<file path="config.mk">
export PLATFORM = sky130hd
export DESIGN_NAME = data_memory_flat
export DESIGN_NICKNAME = d
export VERILOG_FILES = /design/src/rtl/data_memory_if.sv /design/src/rtl/data_memory.sv /design/src/flat_wrapper.sv
export SDC_FILE = /design/constraint.sdc
export NUM_CORES = 2
export LEC_CHECK = 0
export BUFFER_PORTS_ARGS = -buffer_cell sky130_fd_sc_hd__buf_2
export CAP_MARGIN = 20
export CORE_UTILIZATION = 59
export CTS_BUF_LIST = sky130_fd_sc_hd__clkbuf_4 sky130_fd_sc_hd__clkbuf_8
export DETAILED_ROUTE_END_ITERATION = 16
export PLACE_DENSITY = 0.75
export SKIP_CTS_REPAIR_TIMING = 1
export SLEW_MARGIN = 15
export SYNTH_ARGS = -nofsm -noshare
export SYNTH_HDL_FRONTEND = slang
export SYNTH_SLANG_ARGS = --single-unit
export TNS_END_PERCENT = 10
</file>
<file path="constraint.sdc">
create_clock -name CLK -period 3.41 [get_ports CLK]
set_input_delay 0.1705 -clock CLK [delete_from_list [all_inputs] [get_ports CLK]]
set_output_delay 0.1705 -clock CLK [all_outputs]
set_load 0.005 [all_outputs]
</file>
<file path="src/rtl/data_memory_if.sv">
// CPU <-> data memory request/response bundle.
// The CPU drives requests on the master side and the memory responds on the slave side.
interface data_memory_if;
  logic       READ;
  logic       WRITE;
  logic [7:0] ADDRESS;
  logic [7:0] WRITEDATA;
  logic [7:0] READDATA;
  logic       BUSYWAIT;
  logic       ERR;

  modport master (
    output READ, WRITE, ADDRESS, WRITEDATA,
    input  READDATA, BUSYWAIT, ERR
  );

  modport slave (
    input  READ, WRITE, ADDRESS, WRITEDATA,
    output READDATA, BUSYWAIT, ERR
  );
endinterface

</file>
<file path="src/rtl/data_memory.sv">
// 256 x 8 data memory with a fixed multi-cycle access latency and a BUSYWAIT stall handshake.
//
// state | meaning
// IDLE  | waiting for exactly one of READ/WRITE; stall raised combinationally
// BUSY  | LATENCY cycles counting down on the latched request
// DONE  | stall released for one cycle; commit/readback already happened
module data_memory #(
  parameter int LATENCY   = 3,
  parameter bit INIT_ZERO = 1'b1
) (
  input  logic          CLK,
  input  logic          RESET,
  data_memory_if.slave  bus
);

  typedef enum logic [1:0] {IDLE, BUSY, DONE} state_t;

  localparam logic [3:0] CNT_LOAD = 4'(LATENCY - 1);

  state_t     state_q;
  logic [3:0] cnt_q;
  logic       op_wr_q;
  logic [7:0] addr_q;
  logic [7:0] wdata_q;
  logic [7:0] rdata_q;
  logic       err_q;
  logic [7:0] mem_q [256];
  logic       busywait_d;
  logic       last_busy;

  assign last_busy = (state_q == BUSY) && (cnt_q == 4'd0);

  always_ff @(posedge CLK) begin
    if (RESET) begin
      state_q <= IDLE;
      cnt_q   <= 4'd0;
      op_wr_q <= 1'b0;
      addr_q  <= 8'h00;
      wdata_q <= 8'h00;
      rdata_q <= 8'h00;
      err_q   <= 1'b0;
    end else begin
      err_q <= 1'b0;
      case (state_q)
        IDLE: begin
          if (bus.READ ^ bus.WRITE) begin
            state_q <= BUSY;
            cnt_q   <= CNT_LOAD;
            op_wr_q <= bus.WRITE;
            addr_q  <= bus.ADDRESS;
            wdata_q <= bus.WRITEDATA;
          end else if (bus.READ && bus.WRITE) begin
            err_q <= 1'b1;
          end
        end
        BUSY: begin
          if (cnt_q == 4'd0) begin
            state_q <= DONE;
            if (!op_wr_q) rdata_q <= mem_q[addr_q];
          end else begin
            cnt_q <= cnt_q - 4'd1;
          end
        end
        DONE:    state_q <= IDLE;
        default: state_q <= IDLE;
      endcase
    end
  end

  // Storage is kept out of the FSM block so the reset-clear loop only exists when asked for.
  always_ff @(posedge CLK) begin
    if (RESET) begin
      if (INIT_ZERO) begin
        for (int i = 0; i < 256; i++) mem_q[i] <= 8'h00;
      end
    end else if (last_busy && op_wr_q) begin
      mem_q[addr_q] <= wdata_q;
    end
  end

  // Stall must rise in the same cycle the request appears, so this stays combinational.
  always_comb begin
    busywait_d = 1'b0;
    if (!RESET) begin
      case (state_q)
        IDLE:    busywait_d = bus.READ ^ bus.WRITE;
        BUSY:    busywait_d = 1'b1;
        DONE:    busywait_d = 1'b0;
        default: busywait_d = 1'b0;
      endcase
    end
  end

  assign bus.BUSYWAIT = busywait_d;
  assign bus.READDATA = rdata_q;
  assign bus.ERR      = err_q;

endmodule

</file>
<file path="src/flat_wrapper.sv">
// flat-port wrapper written by rule: the top's interface ports become plain ports
module data_memory_flat 
#(
  parameter int LATENCY   = 3,
  parameter bit INIT_ZERO = 1'b1
)
  (CLK, RESET, bus_READ, bus_WRITE, bus_ADDRESS, bus_WRITEDATA, bus_READDATA, bus_BUSYWAIT, bus_ERR);
  data_memory_if bus_i ();
  input  logic CLK;
  input  logic RESET;
  input wire logic [$bits(bus_i.READ)-1:0] bus_READ;
  input wire logic [$bits(bus_i.WRITE)-1:0] bus_WRITE;
  input wire logic [$bits(bus_i.ADDRESS)-1:0] bus_ADDRESS;
  input wire logic [$bits(bus_i.WRITEDATA)-1:0] bus_WRITEDATA;
  output wire logic [$bits(bus_i.READDATA)-1:0] bus_READDATA;
  output wire logic [$bits(bus_i.BUSYWAIT)-1:0] bus_BUSYWAIT;
  output wire logic [$bits(bus_i.ERR)-1:0] bus_ERR;
  assign bus_i.READ = bus_READ;
  assign bus_i.WRITE = bus_WRITE;
  assign bus_i.ADDRESS = bus_ADDRESS;
  assign bus_i.WRITEDATA = bus_WRITEDATA;
  assign bus_READDATA = bus_i.READDATA;
  assign bus_BUSYWAIT = bus_i.BUSYWAIT;
  assign bus_ERR = bus_i.ERR;
  data_memory #(.LATENCY(LATENCY), .INIT_ZERO(INIT_ZERO)) u_core (.CLK(CLK), .RESET(RESET), .bus(bus_i));
endmodule
</file>
==> metrics.md <==
| Metric | Value |
|---|---|
| Status | finished with violations |
| Violated checks | negative setup slack |
| Number of synthesized flops with an enable pin | 2048 |
| Final net count | 6644 |
| Simple-Gate Fraction of Synth Area | 15.2% |
| Worst Path Required | 4.28 ns |
| Synth Area in Adders | 0.0257% |
| Avg Cell Area, Syn | 14.5 um^2 |
| Top FF cell, synth | edfxtp_1 |
| Final WS setup | -0.0648 ns |
| Vias | 62.9k |
| Die X | 409 um |
| GRT Total Usage | 33.2% |
| Slew Limit Headroom | 29.4% |
| Commonest cells after routing, fill and taps aside | edfxtp_1, and3_1, mux4_2, clkbuf_8, buf_4 |
| Hold Fails Final Rpt | 0 |
| Max Slew Vio Count | 0 |
| LEAKAGE | 46.4 nW |
| FF-to-FF path depth | 8 |
| Post-synthesis mux area share | 12.6% |
| Setup Crit Path Kind | flip-flop to flip-flop |
| DRC viols | 0 |
| R2r setup slk | -0.06 ns |
| Die ar. | 0.167 mm^2 |
| Root Buffer Master | clkbuf_8 |
| Tmin final | 3.47 ns |
| PwrDens | 542 mW/mm^2 |
| Synthesized instance count | 6735 |
| Multi-input gate area | 0.0315 mm^2 |
| Fin Clk Skew | 0.0918 ns |
| Main combinational cell family by area after synthesis | simple AND/OR/NAND/NOR gates |
| Yosys reg bits | 2080 |
| Synthesized cell area | 0.0975 mm^2 |
| Slowest CP cell | dfxtp_4 |
| Clk slew on worst S/H paths | 0.07 ns |
| Core area | 0.164 mm^2 |
| RSZ-0062 raised after global routing | false |
| Die height | 409 um |
| CTS H-tree lvls | 5 |
| DRT iter0 DRCs | 9368 |
| Nature of the critical path startpoint | flip-flop |
| Setup crit start | u_core.addr_q[1] |
| Worst Setup EP | u_core.bus.READDATA[5] |
| Setup crit end kind | flip-flop |
| Post-layout instance area | 0.108 mm^2 |
| # setup viols final | 3 |
| Cell breakdown of the critical path | buf_12 > mux4_2 > mux2i_1 > o22ai_1 > o21ai_0 > nor4bb_1 > buf_4 > a211oi_1 |
| FP Rows | 148 |
| Post-Route WL | 282 mm |
| Routed len/inst | 31.1 um |
| First-pass DRT Iterations | 8 |
| Cells after DPL | 8400 |
| Ys async rst share | 0% |
| Clk sink count | 2080 |
| CP max FO | 30 |
| TritonCTS clock tree | done |
| First-pass GRT wire length | 409 mm |
| Critical Path AT | 4.35 ns |
| Synth-to-Final Area Change | 10.9% |
| Largest net degree at the start of global routing | 145 |
| Final period utilization | 102% |
| Maximum vdd ir drop | 0.507 mV |
| ANT nets after route | 0 |
| Sequential Area | 0.0622 mm^2 |
| Worst flop-to-flop path endpoint | u_core.bus.READDATA[5] |
| Xor/xnor share of the synthesized area | 0.0180% |
| Clock latency on the worst-skew pair | 1.06 ns |
| Total gr overflow | 0 |
| Num ports | 30 |
| Commonest non-fill, non-tap cell in the layout | edfxtp_1 |
| Finished Layout Cells | 9051 |
| Placer congestion estimate | 0.959 |
| Syn nets | 6757 |
| Synth unique cells | 74 |
| Post-DP HPWL | 175 mm |
| Ys Warns | 0 |
| Num CTS Buffers | 345 |
| F_max | 0.288 GHz |
| Crit path largest cell delay | 0.64 ns |
| Filler cells | 11.0k |
| Fraction of layout cells with a size suffix above 1 | 21.8% |
| Hold Crit Class | input pin to flip-flop |
| Seq/Total Area, Yosys | 63.7% |
| Fin util | 66.1% |
| Initial antenna violation count | 11 |
| Total power | 58.6 mW |
| FF-to-FF Start | u_core.addr_q[1] |
| Post-synthesis compound-gate area fraction | 4.18% |
| Worst-Margin Slew | 1.06 ns |
| Place WS | 0.100 ns |
| Via-to-Cell Ratio | 6.95 |
| Dpl cell area | 0.101 mm^2 |
| Vias in the first global route | 61.1k |
| Initial Util | 59.7% |
| Port Buf Inserts | 29 |
| Clock Path Buffers | 4 |
| Max Cap Viol | 0 |
-- power by group --
part / internal (mW) / leakage [nW] / switching (mW) / total (mW)
clock: 11.4 / 3.43 / 10.0 / 21.4
sequential: 28.9 / 21.4 / 0.641 / 29.5
combinational: 2.68 / 21.5 / 4.91 / 7.60
-- synth_stat cells, drive strengths merged, types with 4 or more instances --
library cell	number	share of area, %
nand4	18	0.12
nor2	60	0.27
dfxtp	32	0.66
a31oi	16	0.10
a211oi	14	0.11
mux2i	179	1.8
and3	2036	13
nor3	21	0.11
nand2	187	0.72
mux2	20	0.23
and2	33	0.21
o2111ai	6	0.054
a41oi	7	0.063
buf	206	1.3
a22o	8	0.072
nor4	6	0.045
o22ai	47	0.30
edfxtp	2048	63
o41ai	5	0.045
or2	5	0.032
a22oi	60	0.46
o22a	4	0.036
nor2b	13	0.083
o211ai	24	0.18
a21o	254	2.0
inv	6	0.023
clkbuf	742	2.9
nand2b	5	0.032
mux4	456	11
a21oi	50	0.26
nor3b	7	0.059
a32oi	11	0.099
o21ai	41	0.21
nand3	64	0.34
a221oi	9	0.081
-- state kept, by name, summed over array words and instances (netlist names) --
| register | cells |
|---|---|
| u_core.mem_q | 2048 |
| u_core.state_q | 2 |
| u_core.bus.READDATA | 8 |
| u_core.bus.ERR | 1 |
| u_core.cnt_q | 4 |
| u_core.addr_q | 8 |
| u_core.op_wr_q | 1 |
| u_core.wdata_q | 8 |
-- metal layers --
layer | global-route usage [%] | vias up | wire [um]
met5 | 0 | - | 80
met3 | 8.51 | 782 | 36100
met2 | 50.6 | 4542 | 130000
li1 | - | 26100 | -
met4 | 16.3 | 12 | 14700
met1 | 44.7 | 31500 | 100000
-- logic make-up after synthesis --
group,count (synthesis)
xor+xnor,2
compound gates,573
mux,655
flops,2080
simple gates,2469
buf+inv,954
fa+ha+maj,2
-- critical path: cells and delay by family (launching register included) --
family,cells,cell delay [ns]
DFF,1,0.64
AOI/OAI and AO/OA,3,0.80
and+or+nand+nor,1,0.47
buffers and inverters,2,0.49
muxes,2,0.82
-- through the flow --
step,hold WS [ns],setup TNS [ns]
2_1_floorplan,0.306,0
3_3_place_gp,0.404,0
3_5_place_dp,0.405,0
4_1_cts,-0.711,0
5_1_grt,0.0904,0
6_report,0.0751,-0.133
-- worst min path at each step --
stage	from	end	slack [ns]	cells past startpoint
after floorplan	bus_ADDRESS[7]	u_core.addr_q[7]	0.31	2
after global placement	bus_WRITEDATA[3]	u_core.wdata_q[3]	0.40	3
after detailed placement	bus_WRITEDATA[6]	u_core.wdata_q[6]	0.41	3
after CTS	bus_WRITEDATA[0]	u_core.wdata_q[0]	-0.71	3
after global routing	bus_READ	u_core.bus.ERR	0.09	5
final	bus_READ	u_core.bus.ERR	0.08	5
-- cell type report --
cell class | count | area share, %
Timing Repair Buffer | 488 | 4.84
Sequential cell | 2080 | 57.5
Antenna cell | 5 | 0.0116
Multi-Input combinational cell | 3701 | 29.1
Clock inverter | 139 | 0.779
Clock buffer | 457 | 5.21
Inverter | 6 | 0.0254
Tap cell | 2175 | 2.52
Note: power is estimated with default switching activity, not from simulation.
